--- src/rtl/weight_load_scheduler.sv ---
// Weight/bias load sequencer for one conv task: bursts the packed weight stream
// from DDR into the weight buffer and issues one load command per output-channel group.
module weight_load_scheduler #(
  parameter int ADDR_WIDTH      = 32,
  parameter int MEM_DATA_WIDTH  = 512,
  parameter int CNT_WIDTH       = 16,
  parameter int BURST_LEN       = 16,
  parameter int MAX_OUTSTANDING = 64
) (
  input  logic                  system_clk,
  input  logic                  rst,
  input  logic                  task_start,
  input  logic [ADDR_WIDTH-1:0] cfg_weight_base_addr,
  input  logic [CNT_WIDTH-1:0]  cfg_weight_words,
  input  logic [CNT_WIDTH-1:0]  cfg_group_num,
  input  logic                  cfg_bias_en,
  output logic                  rd_req_valid,
  input  logic                  rd_req_ready,
  output logic [ADDR_WIDTH-1:0] rd_req_addr,
  output logic [7:0]            rd_req_len,
  input  logic                  weight_and_bias_valid,
  input  logic                  weight_buffer_ready,
  input  logic                  weight_and_bias_ready,
  output logic [1:0]            change_weight_bias,
  input  logic                  next_group_req,
  output logic                  next_group_ack,
  output logic                  busy,
  output logic                  task_finish
);

  localparam int BEAT_SHIFT = $clog2(MEM_DATA_WIDTH / 8);

  typedef enum logic [1:0] {F_IDLE, F_REQ, F_DRAIN, F_DONE} fetch_state_t;
  typedef enum logic [1:0] {C_IDLE, C_ISSUE, C_WAIT, C_END} cons_state_t;

  fetch_state_t f_state, f_next;
  cons_state_t  c_state, c_next;

  logic [ADDR_WIDTH-1:0] addr_q;
  logic [CNT_WIDTH-1:0]  remaining_q;
  logic [CNT_WIDTH-1:0]  outstanding_q;
  logic [CNT_WIDTH-1:0]  groups_done_q;
  logic [CNT_WIDTH-1:0]  group_num_q;
  logic [CNT_WIDTH:0]    avail_q;
  logic                  bias_en_q;
  logic                  req_pending_q;

  logic                  start;
  logic                  cfg_zero;
  logic [7:0]            len;
  logic                  fits;
  logic                  req_accept;
  logic                  beat_in;
  logic [CNT_WIDTH:0]    need;
  logic                  issue;
  logic                  last_group;

  assign start      = task_start & ~busy;
  assign cfg_zero   = (cfg_weight_words == '0) || (cfg_group_num == '0);
  assign len        = (remaining_q > CNT_WIDTH'(BURST_LEN)) ? 8'(BURST_LEN) : remaining_q[7:0];
  assign fits       = ({1'b0, outstanding_q} + (CNT_WIDTH+1)'(len)) <= (CNT_WIDTH+1)'(MAX_OUTSTANDING);
  assign beat_in    = busy & weight_and_bias_valid;
  assign need       = bias_en_q ? (CNT_WIDTH+1)'(73) : (CNT_WIDTH+1)'(72);
  assign last_group = (groups_done_q + 1'b1) == group_num_q;

  // A request once raised stays up with stable address/length until accepted,
  // even if buffer space or the outstanding window closes meanwhile.
  assign rd_req_valid = req_pending_q |
                        ((f_state == F_REQ) && weight_buffer_ready && fits);
  assign rd_req_addr  = addr_q;
  assign rd_req_len   = len;
  assign req_accept   = rd_req_valid & rd_req_ready;

  assign issue = (c_state == C_ISSUE) && next_group_req && weight_and_bias_ready &&
                 (avail_q >= need);
  assign change_weight_bias = issue ? (bias_en_q ? 2'b11 : 2'b01) : 2'b00;
  assign next_group_ack     = (c_state == C_WAIT) && weight_and_bias_ready;

  always_comb begin
    f_next = f_state;
    c_next = c_state;
    unique case (f_state)
      F_IDLE:  if (start) f_next = cfg_zero ? F_DONE : F_REQ;
      F_REQ:   if (req_accept && (remaining_q == CNT_WIDTH'(len))) f_next = F_DRAIN;
      F_DRAIN: if (outstanding_q == '0) f_next = F_DONE;
      F_DONE:  f_next = F_DONE;
      default: f_next = F_IDLE;
    endcase
    unique case (c_state)
      C_IDLE:  if (start) c_next = cfg_zero ? C_END : C_ISSUE;
      C_ISSUE: if (issue) c_next = C_WAIT;
      C_WAIT:  if (next_group_ack) c_next = last_group ? C_END : C_ISSUE;
      C_END:   c_next = C_END;
      default: c_next = C_IDLE;
    endcase
    if (task_finish) begin
      f_next = F_IDLE;
      c_next = C_IDLE;
    end
  end

  always_ff @(posedge system_clk or posedge rst) begin
    if (rst) begin
      f_state <= F_IDLE;
      c_state <= C_IDLE;
    end else begin
      f_state <= f_next;
      c_state <= c_next;
    end
  end

  // Counters and task control; an abort leaves nothing to resume.
  always_ff @(posedge system_clk or posedge rst) begin
    if (rst) begin
      addr_q        <= '0;
      remaining_q   <= '0;
      outstanding_q <= '0;
      groups_done_q <= '0;
      group_num_q   <= '0;
      avail_q       <= '0;
      bias_en_q     <= 1'b0;
      req_pending_q <= 1'b0;
      busy          <= 1'b0;
      task_finish   <= 1'b0;
    end else begin
      task_finish   <= (f_state == F_DONE) && (c_state == C_END) && !task_finish;
      req_pending_q <= rd_req_valid & ~rd_req_ready;
      if (start) begin
        addr_q        <= cfg_weight_base_addr;
        remaining_q   <= cfg_weight_words;
        outstanding_q <= '0;
        groups_done_q <= '0;
        group_num_q   <= cfg_group_num;
        avail_q       <= '0;
        bias_en_q     <= cfg_bias_en;
        busy          <= 1'b1;
      end else begin
        if (task_finish) busy <= 1'b0;
        if (req_accept) begin
          addr_q      <= addr_q + (ADDR_WIDTH'(len) << BEAT_SHIFT);
          remaining_q <= remaining_q - CNT_WIDTH'(len);
        end
        outstanding_q <= outstanding_q + (req_accept ? CNT_WIDTH'(len) : '0)
                         - ((beat_in && (outstanding_q != '0)) ? CNT_WIDTH'(1) : '0);
        avail_q <= avail_q + (beat_in ? (CNT_WIDTH+1)'(2) : '0) - (issue ? need : '0);
        if (next_group_ack) groups_done_q <= groups_done_q + 1'b1;
      end
    end
  end

endmodule

--- config.mk ---
export PLATFORM = sky130hd
export DESIGN_NAME = weight_load_scheduler
export DESIGN_NICKNAME = d
export VERILOG_FILES = /design/src/rtl/weight_load_scheduler.sv
export SDC_FILE = /design/constraint.sdc
export NUM_CORES = 1
export LEC_CHECK = 0
export BUFFER_PORTS_ARGS = -buffer_cell sky130_fd_sc_hd__clkbuf_2
export CAP_MARGIN = 20
export CORE_UTILIZATION = 50
export CTS_CLUSTER_DIAMETER = 40
export CTS_CLUSTER_SIZE = 8
export DETAILED_ROUTE_END_ITERATION = 8
export GPL_TIMING_DRIVEN = 1
export MAX_ROUTING_LAYER = met4
export PLACE_DENSITY = 0.76
export SYNTH_ARGS = -nofsm -noshare
export SYNTH_HDL_FRONTEND = slang
export SYNTH_SLANG_ARGS = --single-unit
--- constraint.sdc ---
create_clock -name system_clk -period 6.45 [get_ports system_clk]
set_input_delay 1.935 -clock system_clk [delete_from_list [all_inputs] [get_ports system_clk]]
set_output_delay 1.935 -clock system_clk [all_outputs]
set_load 0.005 [all_outputs]
==> summary.txt, run 1 <==
Power
  • Pwr dens: 407 nW/um^2
  • Leak: 5.04 nW
  • Peak VDD IR: 374 uV
  • Pwr Total: 0.00437 W

Clocking
  • Hold-fix buffers, CTS: 0
  • Reg clk slew, reported paths: 0.06 ns
  • Clock Tree Buf Depth: 2
  • Clock Sinks: 121
  • Cts bufs inserted: 17
  • Clk_lat worst skew: 0.42 ns
  • TritonCTS clock tree: yes
  • H-Tree Level Count: 4
  • Root Buffer: clkbuf_16

Worst setup path
  • CP Max Fanout: 6
  • Worst R2R Start: remaining_q[9]$_DFFE_PP0P_
  • Setup CP Type: reg -> out
  • Reg-to-reg endpoint: outstanding_q[15]$_DFF_PP0_
  • Crit. Startpoint: remaining_q[9]$_DFFE_PP0P_
  • Flop2flop setup slack: 0.31 ns
  • Worst Reg-to-Reg Cells: 25
  • Critical Path End Type: output pin
  • Crit path launch type: flop
  • Critical path data arrival time: 4.33 ns
  • WP data required: 4.51 ns
  • Worst setup endpoint: rd_req_valid

Timing
  • Fin worst setup slack: 0.185 ns
  • Clk_skew: 0.00808 ns
  • Fmax: 0.160 GHz
  • Final worst path period need: 6.26 ns
  • Final slew viol count: 0
  • Setup TNS Final: 0 ns
  • Hold Slack: 0.475 ns
  • Final Hold Fails: 0
  • Slew @ Worst Pin: 1.01 ns
  • Slew headroom: 0.323
  • Crit share post-route: 0.971
  • Final Setup Violations: 0

Final layout
  • P&R area growth vs syn: 17.4%
  • Total Nets Final: 1383
  • Commonest non-fill, non-tap cell in the layout: nand2_1
  • Share of cells above drive strength 1: 0.168
  • Diodes inserted: 0
  • Most frequent cells in the layout: nand2_1, dfrtp_1, clkbuf_2, nor2_1, ha_1

Die
  • Number of I/O pins: 119
  • Rows: 49
  • Total core area: 18000 sq um
  • Initial Utilization: 0.509
  • Die Wd: 137 microns
  • Area of the die: 18800 sq um
  • DIE HEIGHT: 137 microns

Global route
  • Initial antenna violation count: 0
  • Largest net degree at the start of global routing: 84
  • Number of global-route vias before repair: 7994
  • First-pass GRT wire length: 37900 microns
  • Grt ovf: 0
  • Gr usage total: 0.260

Drt
  • DRT Pass-1 Iters: 5
  • Max layer used: met4
  • DR iter-0 viols: 543
  • Drt wl/cell: 15.9 microns
  • Residual DRC count: 0
  • Routed wire length: 23300 microns
  • Met2 routed WL: 11200 microns
  • ANT nets after route: 0
  • Wire length on met3: 1080 microns
  • Wl on met1: 10500 microns
  • Via Count: 8480
  • DR vias/cell: 5.79

Placement
  • Port bufs: 115
  • Place WS: -0.0364 ns
  • DP Wirelength: 16700 microns
  • RD Place Congestion: 0.885

Yosys
  • Ys async rst share: 1.00
  • Synthesized flop and latch total: 121
  • Synthesized area per cell: 8.33 sq um
  • Synth area leaders: dfrtp_1, ha_1, nand2_1
  • Post-synthesis cell type count: 80
  • Post-synthesis sequential area ratio: 0.331
  • Synth Instances: 1098
  • Most used flip-flop cell after synthesis: dfrtp_1
  • Post-Syn Area: 9150 sq um
  • Yosys top cell by area: dfrtp_1
  • Syn. warnings: 0
  • Number of synthesized flops with an enable pin: 0
  • Yosys top cell area share: 0.331

Min path
  • HP Class: reg -> reg

Run
  • Max cap viols: 0

Status
  • Status: finished, final reports clean
[metrics by stage]
| step | cells | util | area (sq um) |
|---|---|---|---|
| after floorplan | 1109 | - | 9190 |
| after global placement | 1426 | 0.555 | 9970 |
| final | 1464 | 0.598 | 10700 |
| after CTS | 1458 | 0.590 | 10600 |
| after global routing | 1464 | 0.598 | 10700 |
| after detailed placement | 1426 | 0.555 | 9970 |
[cells in the mapped netlist, drive strengths merged, types with 3 or more instances]
master   count
nand2      142
or2          3
a41oi        3
o31ai       12
o311ai       9
fa           4
and2         3
ha          84
o21a         7
a31oi       25
nand4b       3
o41ai        5
clkbuf      29
a21oi       40
or3         15
nand4       14
xor2        28
nor2b       14
nor2       112
a21boi       4
o22ai        3
o21bai       7
nor3        34
a21o        11
nand2b       6
xnor2       34
o2111ai      3
a211oi      16
a221oi       3
a221o        5
o211ai       9
nor4        21
o21ai       53
nand3       43
mux2i        9
or4         13
and3        15
buf         12
dfrtp      121
inv         86
nand3b       3
[layer usage]
metal,global-route usage,up-vias
met1,0.336,4049
li1,-,4157
met4,0.0885,0
met3,0.0467,40
met2,0.409,234
met5,-,-
[worst min path at each step]
stage,from,to,cells past startpoint
after global routing,rd_req_addr[5]$_DFFE_PP0P_,rd_req_addr[5]$_DFFE_PP0P_,2
after CTS,rd_req_addr[5]$_DFFE_PP0P_,rd_req_addr[5]$_DFFE_PP0P_,2
after global placement,rd_req_addr[0]$_DFFE_PP0P_,rd_req_addr[0]$_DFFE_PP0P_,2
after floorplan,bias_en_q$_DFFE_PP0P_,bias_en_q$_DFFE_PP0P_,2
after detailed placement,rd_req_addr[5]$_DFFE_PP0P_,rd_req_addr[5]$_DFFE_PP0P_,2
final,rd_req_addr[5]$_DFFE_PP0P_,rd_req_addr[5]$_DFFE_PP0P_,2
[power by group]
group	internal [W]	switching (W)	leakage, nW
registers	0.000938	0.000154	1.47
logic	0.00103	0.00129	3.28
clock network	0.000592	0.000372	0.287
total	0.00256	0.00182	5.04
[sequential cells by signal (all words and copies together), names as in the netlist, 2 cells and up]
register,cells
remaining_q,16
c_state,2
f_state,2
rd_req_addr,32
group_num_q,16
groups_done_q,16
outstanding_q,16
avail_q,17
[layout make-up]
type	instances	area, sq um
repair buffers	135	746
clock buffers	19	453
fillers	1615	7220
flip-flops and latches	121	3030
inverters	87	329
well taps	229	287
multi-input cells	860	5760
clock inverters	13	141
[critical path, cell delays in order (launching register included)]
cell	delay (ns)
dfrtp_1	0.41
or4_1	0.54
nand4b_4	0.25
nor3_4	0.31
nand2_1	0.10
nor2_1	0.18
ha_1	0.33
a211oi_2	0.30
nor2_1	0.11
o31ai_4	0.30
mux2i_2	0.36
o311ai_4	0.23
o31ai_2	0.31
clkbuf_2	0.18
[logic make-up after synthesis]
family / Yosys count / synth area share
AOI/OAI and AO/OA: 234 / 0.176
xor gates and xnor gates: 62 / 0.0593
adders and majority gates: 88 / 0.124
buffers and inverters: 128 / 0.0574
DFF: 121 / 0.331
muxes: 9 / 0.00984
other: 2 / 0.000821
and+or+nand+nor: 454 / 0.242
[timing repair]
item | in CTS | in global routing
setup endpoints to repair | 2 | 9
buffers inserted | 0 | 5
endpoints found under the hold margin | 0 | 0
gates resized for setup | 4 | 21
gates cloned | 0 | 0
pin swaps | 0 | 11
Power figures use the tool's default switching activity.
==> inputs of run 2 (changes only) <==
--- a/config.mk
+++ b/config.mk
@@ -5,6 +5,7 @@
 export SDC_FILE = /design/constraint.sdc
 export NUM_CORES = 1
 export LEC_CHECK = 0
+export ABC_AREA = 1
 export BUFFER_PORTS_ARGS = -buffer_cell sky130_fd_sc_hd__clkbuf_2
 export CAP_MARGIN = 20
 export CORE_UTILIZATION = 50
==> run 2 against run 1 <==
Net effect:
- the flow now finishes with violations (DRC)
- fmax increased by 11%
- core utilization is 0.74 points lower
- via count rose by 6.8%
- die area grew 2.8%
- non-clock buffer count decreased by 16
- combinational power down 11%
- first-iteration DRC count increased by 9.4%
- largest power group unchanged
- highest routed layer unchanged
- wire length is 0.79% lower
- clock power shrank 2%
==> summary.txt, run 2 <==
Clocking
  • Reg clk slew, reported paths: 0.06 ns
  • H-Tree Level Count: 4
  • Hold-fix buffers, CTS: 0
  • Clock Sinks: 121
  • Clock Tree Buf Depth: 2
  • Cts bufs inserted: 17
  • # resized after CTS: 0
  • Number of setup buffers added after CTS: 0
  • Root Buffer: clkbuf_16
  • TritonCTS clock tree: yes
  • Clk_lat worst skew: 0.42 ns

Global route
  • Grt ovf: 0
  • Gr usage total: 0.256
  • First-pass GRT wire length: 39300 microns
  • Largest net degree at the start of global routing: 76
  • Initial antenna violation count: 0
  • Number of global-route vias before repair: 8447

Die
  • Initial Utilization: 0.517
  • DIE HEIGHT: 139 microns
  • Number of I/O pins: 119
  • Area of the die: 19400 sq um
  • Die Wd: 139 microns
  • Total core area: 18200 sq um
  • Rows: 49

Drt
  • ANT nets after route: 0
  • Via Count: 9055
  • Drt wl/cell: 13.4 microns
  • DR iter-0 viols: 594
  • DR vias/cell: 5.26
  • Routed wire length: 23100 microns
  • Residual DRC count: 1
  • DRT Pass-1 Iters: 9

Placement
  • Placement Cell Area: 10200 sq um
  • Port bufs: 115
  • DP Wirelength: 17000 microns
  • RD Place Congestion: 0.885

Timing
  • Final Hold Fails: 0
  • Final slew viol count: 0
  • Final worst path period need: 5.66 ns
  • Slew headroom: 0.327
  • Slew @ Worst Pin: 1.01 ns
  • Final Setup Violations: 0
  • Setup TNS Final: 0 ns
  • RSZ-0062 raised after global routing: false
  • Crit share post-route: 0.877
  • Clk_skew: 0.0105 ns
  • Fmax: 0.177 GHz

Final layout
  • Sequential Area: 3030 sq um
  • Total Nets Final: 1640
  • Commonest non-fill, non-tap cell in the layout: nand2_1
  • P&R area growth vs syn: 14.4%
  • Final instance area: 10800 sq um
  • Footprint of the multi-input gates: 5510 sq um
  • Diodes inserted: 0
  • Fillers: 1681
  • Most frequent cells in the layout: nand2_1, inv_1, dfrtp_1, clkbuf_2, nor2_1
  • Share of cells above drive strength 1: 0.119
  • Max FFs per register: 32

Min path
  • Hold path endpoint: rd_req_addr[0]$_DFFE_PP0P_
  • Min-delay src: rd_req_addr[0]$_DFFE_PP0P_
  • Hold Path Cell Cnt: 2
  • HP Class: reg -> reg

Worst setup path
  • Worst R2R Start: remaining_q[8]$_DFFE_PP0P_
  • WP data required: 6.71 ns
  • Critical path data arrival time: 5.92 ns
  • Worst Reg-to-Reg Cells: 34
  • Crit path launch type: flop
  • Max incr delay on CP: 0.43 ns
  • CP max stage cell: fa_1
  • Flop2flop setup slack: 0.79 ns
  • Critical Path End Type: flop
  • CP Max Fanout: 8
  • Setup CP Type: reg -> reg
  • Reg-to-reg endpoint: outstanding_q[13]$_DFF_PP0_

Yosys
  • Most common cell in the netlist: nand2_1
  • Syn. warnings: 0
  • Synth area leaders: dfrtp_1, nand2_1, ha_1
  • Post-Syn Area: 9410 sq um
  • Synthesized flop and latch total: 121
  • Ys async rst share: 1.00
  • Post-synthesis sequential area ratio: 0.322
  • Number of synthesized flops with an enable pin: 0
  • Most used flip-flop cell after synthesis: dfrtp_1
  • Synthesized area per cell: 6.91 sq um
  • Yosys top cell area share: 0.322
  • Yosys top cell by area: dfrtp_1
  • Post-synthesis cell type count: 50
  • Most instantiated cells after synthesis: nand2_1, inv_1, dfrtp_1, nor2_1, nand3_1
  • Synth Instances: 1361

Power
  • Peak VDD IR: 267 uV
  • Pwr Total: 0.00406 W
  • Leak: 6.01 nW
  • Pwr dens: 378 nW/um^2

Status
  • Failing checks: DRC
  • Status: complete, but fails checks

Run
  • Max cap viols: 0
-- run 2: cell types whose count changed in the layout (fill, tap and decap cells not counted), sizes merged, moves of 13 or more --
cell,delta
buf,-16
nand4,+14
inv,+114
nand2,+283
a31oi,-23
nor2b,-14
a21oi,+28
a211oi,-15
or4,-13
nor3,-13
xnor2,-20
o21ai,+33
nand3,+48
or3,-15
-- run 2: worst max-delay path: cells and delay by family, from the launching register on --
family	cells	cell delay [ns]
AO/OA/AOI/OAI	5	0.98
XOR/XNOR	1	0.16
adder cells (fa/ha/maj)	4	1.31
buffers and inverters	4	0.40
flip-flops	1	0.42
AND/OR/NAND/NOR	20	2.23
-- run 2: per-stage QoR --
step / hold WS (ns) / std cells / setup WS (ns) / utilization
after detailed placement: 0.468 / 1689 / 0.916 / 0.559
after global routing: 0.522 / 1721 / 0.299 / 0.591
final: 0.486 / 1721 / 0.791 / 0.591
after CTS: 0.487 / 1721 / 0.836 / 0.591
after floorplan: 0.463 / 1372 / 1.30 / -
after global placement: 0.465 / 1689 / 1.10 / 0.559
-- run 2: worst max-delay path by stage --
stage	start	end	slack (ns)	cells after the start
detailed placement	remaining_q[8]$_DFFE_PP0P_	outstanding_q[12]$_DFF_PP0_	0.92	37
CTS	remaining_q[8]$_DFFE_PP0P_	rd_req_valid	0.84	20
global placement	remaining_q[8]$_DFFE_PP0P_	outstanding_q[13]$_DFF_PP0_	1.10	34
finish	remaining_q[8]$_DFFE_PP0P_	outstanding_q[13]$_DFF_PP0_	0.79	34
global route	remaining_q[6]$_DFFE_PP0P_	outstanding_q[12]$_DFF_PP0_	0.30	37
floorplan	rst	avail_q[0]$_DFF_PP0_	1.30	1
-- run 2: power breakdown --
part | leakage (nW) | total, W | switching, W | internal [W]
Clock | 0.275 | 0.000945 | 0.000394 | 0.000551
Combinational | 4.29 | 0.00206 | 0.00129 | 0.000774
Sequential | 1.44 | 0.00106 | 0.000133 | 0.000922
-- run 2: final cells by class --
class,count,share of cell area
Sequential cell,121,0.281
Multi-Input combinational cell,1022,0.512
Tap cell,229,0.0266
Clock inverter,13,0.0127
Timing Repair Buffer,119,0.0563
Clock buffer,19,0.0412
Inverter,198,0.0693
-- run 2: kinds of logic (layout without fill, tap and decap cells) --
logic type / after synthesis / in the layout / synth area share
AO/OA/AOI/OAI: 189 / 189 / 0.110
AND/OR/NAND/NOR: 692 / 692 / 0.312
other: 2 / 13 / 0.000798
XOR/XNOR: 40 / 40 / 0.0387
flip-flops: 121 / 121 / 0.322
buffers and inverters: 229 / 349 / 0.0968
adder cells (fa/ha/maj): 88 / 88 / 0.120
-- run 2: routing by layer --
layer / global-route usage / up-vias / wire length [microns]
li1: - / 4611 / -
met1: 0.336 / 4154 / 10900
met2: 0.404 / 246 / 10800
met3: 0.0425 / 44 / 1060
met4: 0.0813 / 0 / 431
met5: - / - / 0
==> inputs of run 3 (changes only) <==
--- a/config.mk
+++ b/config.mk
@@ -9,6 +9,7 @@
 export BUFFER_PORTS_ARGS = -buffer_cell sky130_fd_sc_hd__clkbuf_2
 export CAP_MARGIN = 20
 export CORE_UTILIZATION = 50
+export CTS_BUF_LIST = sky130_fd_sc_hd__clkbuf_16
 export CTS_CLUSTER_DIAMETER = 40
 export CTS_CLUSTER_SIZE = 8
 export DETAILED_ROUTE_END_ITERATION = 8
==> run 3 against run 2 <==
Net effect:
- the flow still finishes with violations (DRC)
- die area did not move
- sequential cell count is the same
- sequential share of layout area about the same
- sequential power about the same
- clock skew is essentially flat
- worst hold slack barely moved
- design area about the same
- worst setup slack worse by 0.027 ns
- critical path depth is the same
- cell count stayed put
- fmax fell by 0.47%
- highest routed layer unchanged
==> summary.txt, run 3 (synthesized netlist as in run 2, its figures left out) <==
Final layout
  • Most frequent cells in the layout: nand2_1, inv_1, dfrtp_1, clkbuf_2, nor2_1
  • Final Instance Count excl. Fillers: 1721
  • P&R area growth vs syn: 14.2%
  • Share of cells above drive strength 1: 0.119
  • Diodes inserted: 0
  • Max FFs per register: 32
  • Total Nets Final: 1640
  • Commonest non-fill, non-tap cell in the layout: nand2_1

Timing
  • RSZ-0062 raised after global routing: false
  • Final worst path period need: 5.69 ns
  • Slew @ Worst Pin: 1.00 ns
  • Fmax: 0.176 GHz
  • Final Hold Fails: 0
  • Setup TNS Final: 0 ns
  • Crit share post-route: 0.881
  • Slew headroom: 0.331
  • Final slew viol count: 0
  • Final Setup Violations: 0
  • Clk_skew: 0.0103 ns

Worst setup path
  • Crit path launch type: flop
  • Critical path data arrival time: 5.95 ns
  • WP data required: 6.71 ns
  • Max incr delay on CP: 0.43 ns
  • CP Max Fanout: 8
  • CP max stage cell: fa_1
  • Reg-to-reg endpoint: outstanding_q[13]$_DFF_PP0_
  • CP Depth: 34
  • Setup CP Type: reg -> reg
  • CP top delay family: simple AND/OR/NAND/NOR gates
  • Buf/Inv on CP: 4
  • Worst setup endpoint: outstanding_q[13]$_DFF_PP0_
  • Worst Reg-to-Reg Cells: 34
  • Flop2flop setup slack: 0.76 ns
  • Crit. Startpoint: remaining_q[6]$_DFFE_PP0P_
  • Worst R2R Start: remaining_q[6]$_DFFE_PP0P_
  • Critical Path End Type: flop

Min path
  • HP Class: reg -> reg

Power
  • Pwr dens: 377 nW/um^2
  • Leak: 6.01 nW
  • Peak VDD IR: 267 uV

Global route
  • Grt ovf: 0
  • Met3 Use GR: 0.0425
  • Initial antenna violation count: 0
  • Met1 Use GR: 0.336
  • Met2 usage: 0.404
  • Grt peak-use layer: met2
  • Gr usage total: 0.256
  • Number of global-route vias before repair: 8448
  • Largest net degree at the start of global routing: 76
  • First-pass GRT wire length: 39300 microns

Clocking
  • Clock Tree Buf Depth: 2
  • Root Buffer: clkbuf_16
  • Cts bufs inserted: 17
  • Hold-fix buffers, CTS: 0
  • H-Tree Level Count: 4
  • Clk_lat worst skew: 0.42 ns
  • Number of setup buffers added after CTS: 0
  • # resized after CTS: 0
  • Reg clk slew, reported paths: 0.06 ns
  • Clock Sinks: 121
  • TritonCTS clock tree: yes

Drt
  • DR vias/cell: 5.25
  • Via Count: 9043
  • Residual DRC count: 1
  • Routed wire length: 23100 microns
  • DRT Pass-1 Iters: 9
  • ANT nets after route: 0
  • Drt wl/cell: 13.4 microns
  • DR iter-0 viols: 582

Placement
  • Port bufs: 115
  • RD Place Congestion: 0.885
  • DP Wirelength: 17000 microns
  • # placed instances: 1689

Status
  • Status: complete, but fails checks
  • Failing checks: DRC

Die
  • Die Wd: 139 microns
  • DIE HEIGHT: 139 microns
  • Total core area: 18200 sq um
  • Rows: 49
  • Area of the die: 19400 sq um
  • Initial Utilization: 0.517
  • Number of I/O pins: 119

Run
  • Max cap viols: 0
## run 3: final cells by class
cell class,instances,area [sq um]
repair buffers,119,606
clock inverters,15,144
fillers,1685,7460
well taps,229,287
inverters,198,746
multi-input cells,1022,5510
clock buffers,17,425
flip-flops and latches,121,3030
## run 3: worst reg2reg max path: cells and delay by family, from the launching register on
family,cells,cell delay (ns)
adder cells (fa/ha/maj),4,1.31
AO/OA/AOI/OAI,5,1.01
AND/OR/NAND/NOR,20,2.23
buffers and inverters,4,0.40
flip-flops,1,0.42
XOR/XNOR,1,0.16
## run 3: per-stage QoR
| stage | setup slack, ns | util | power, W | hold WS (ns) | instance area (sq um) |
|---|---|---|---|---|---|
| 2_1_floorplan | 1.30 | - | 0.00262 | 0.463 | 9450 |
| 3_3_place_gp | 1.10 | 0.559 | 0.00302 | 0.465 | 10200 |
| 3_5_place_dp | 0.916 | 0.559 | 0.00307 | 0.468 | 10200 |
| 4_1_cts | 0.836 | 0.590 | 0.00404 | 0.487 | 10700 |
| 5_1_grt | 0.299 | 0.590 | 0.00444 | 0.522 | 10700 |
| 6_report | 0.765 | 0.590 | 0.00405 | 0.486 | 10700 |
## run 3: where the power goes
| group | switching (W) | internal (W) | total, W | leakage, nW |
|---|---|---|---|---|
| clock network | 0.000394 | 0.000538 | 0.000932 | 0.274 |
| logic | 0.00129 | 0.000774 | 0.00206 | 4.29 |
| registers | 0.000134 | 0.000922 | 0.00106 | 1.44 |
| total | 0.00181 | 0.00223 | 0.00405 | 6.01 |
## run 3: worst min-delay path by stage
stage,startpoint,end,slack (ns),cells after the start
finish,rd_req_addr[0]$_DFFE_PP0P_,rd_req_addr[0]$_DFFE_PP0P_,0.49,2
global placement,rd_req_addr[0]$_DFFE_PP0P_,rd_req_addr[0]$_DFFE_PP0P_,0.46,2
global route,rd_req_addr[0]$_DFFE_PP0P_,rd_req_addr[0]$_DFFE_PP0P_,0.52,2
detailed placement,rd_req_addr[0]$_DFFE_PP0P_,rd_req_addr[0]$_DFFE_PP0P_,0.47,2
floorplan,group_num_q[13]$_DFFE_PP0P_,group_num_q[13]$_DFFE_PP0P_,0.46,2
CTS,rd_req_addr[0]$_DFFE_PP0P_,rd_req_addr[0]$_DFFE_PP0P_,0.49,2
## run 3: routing by layer
metal | vias up | share of wire
met3 | 46 | 0.047
met5 | - | 0
li1 | 4611 | -
met2 | 248 | 0.47
met1 | 4138 | 0.47
met4 | 0 | 0.019
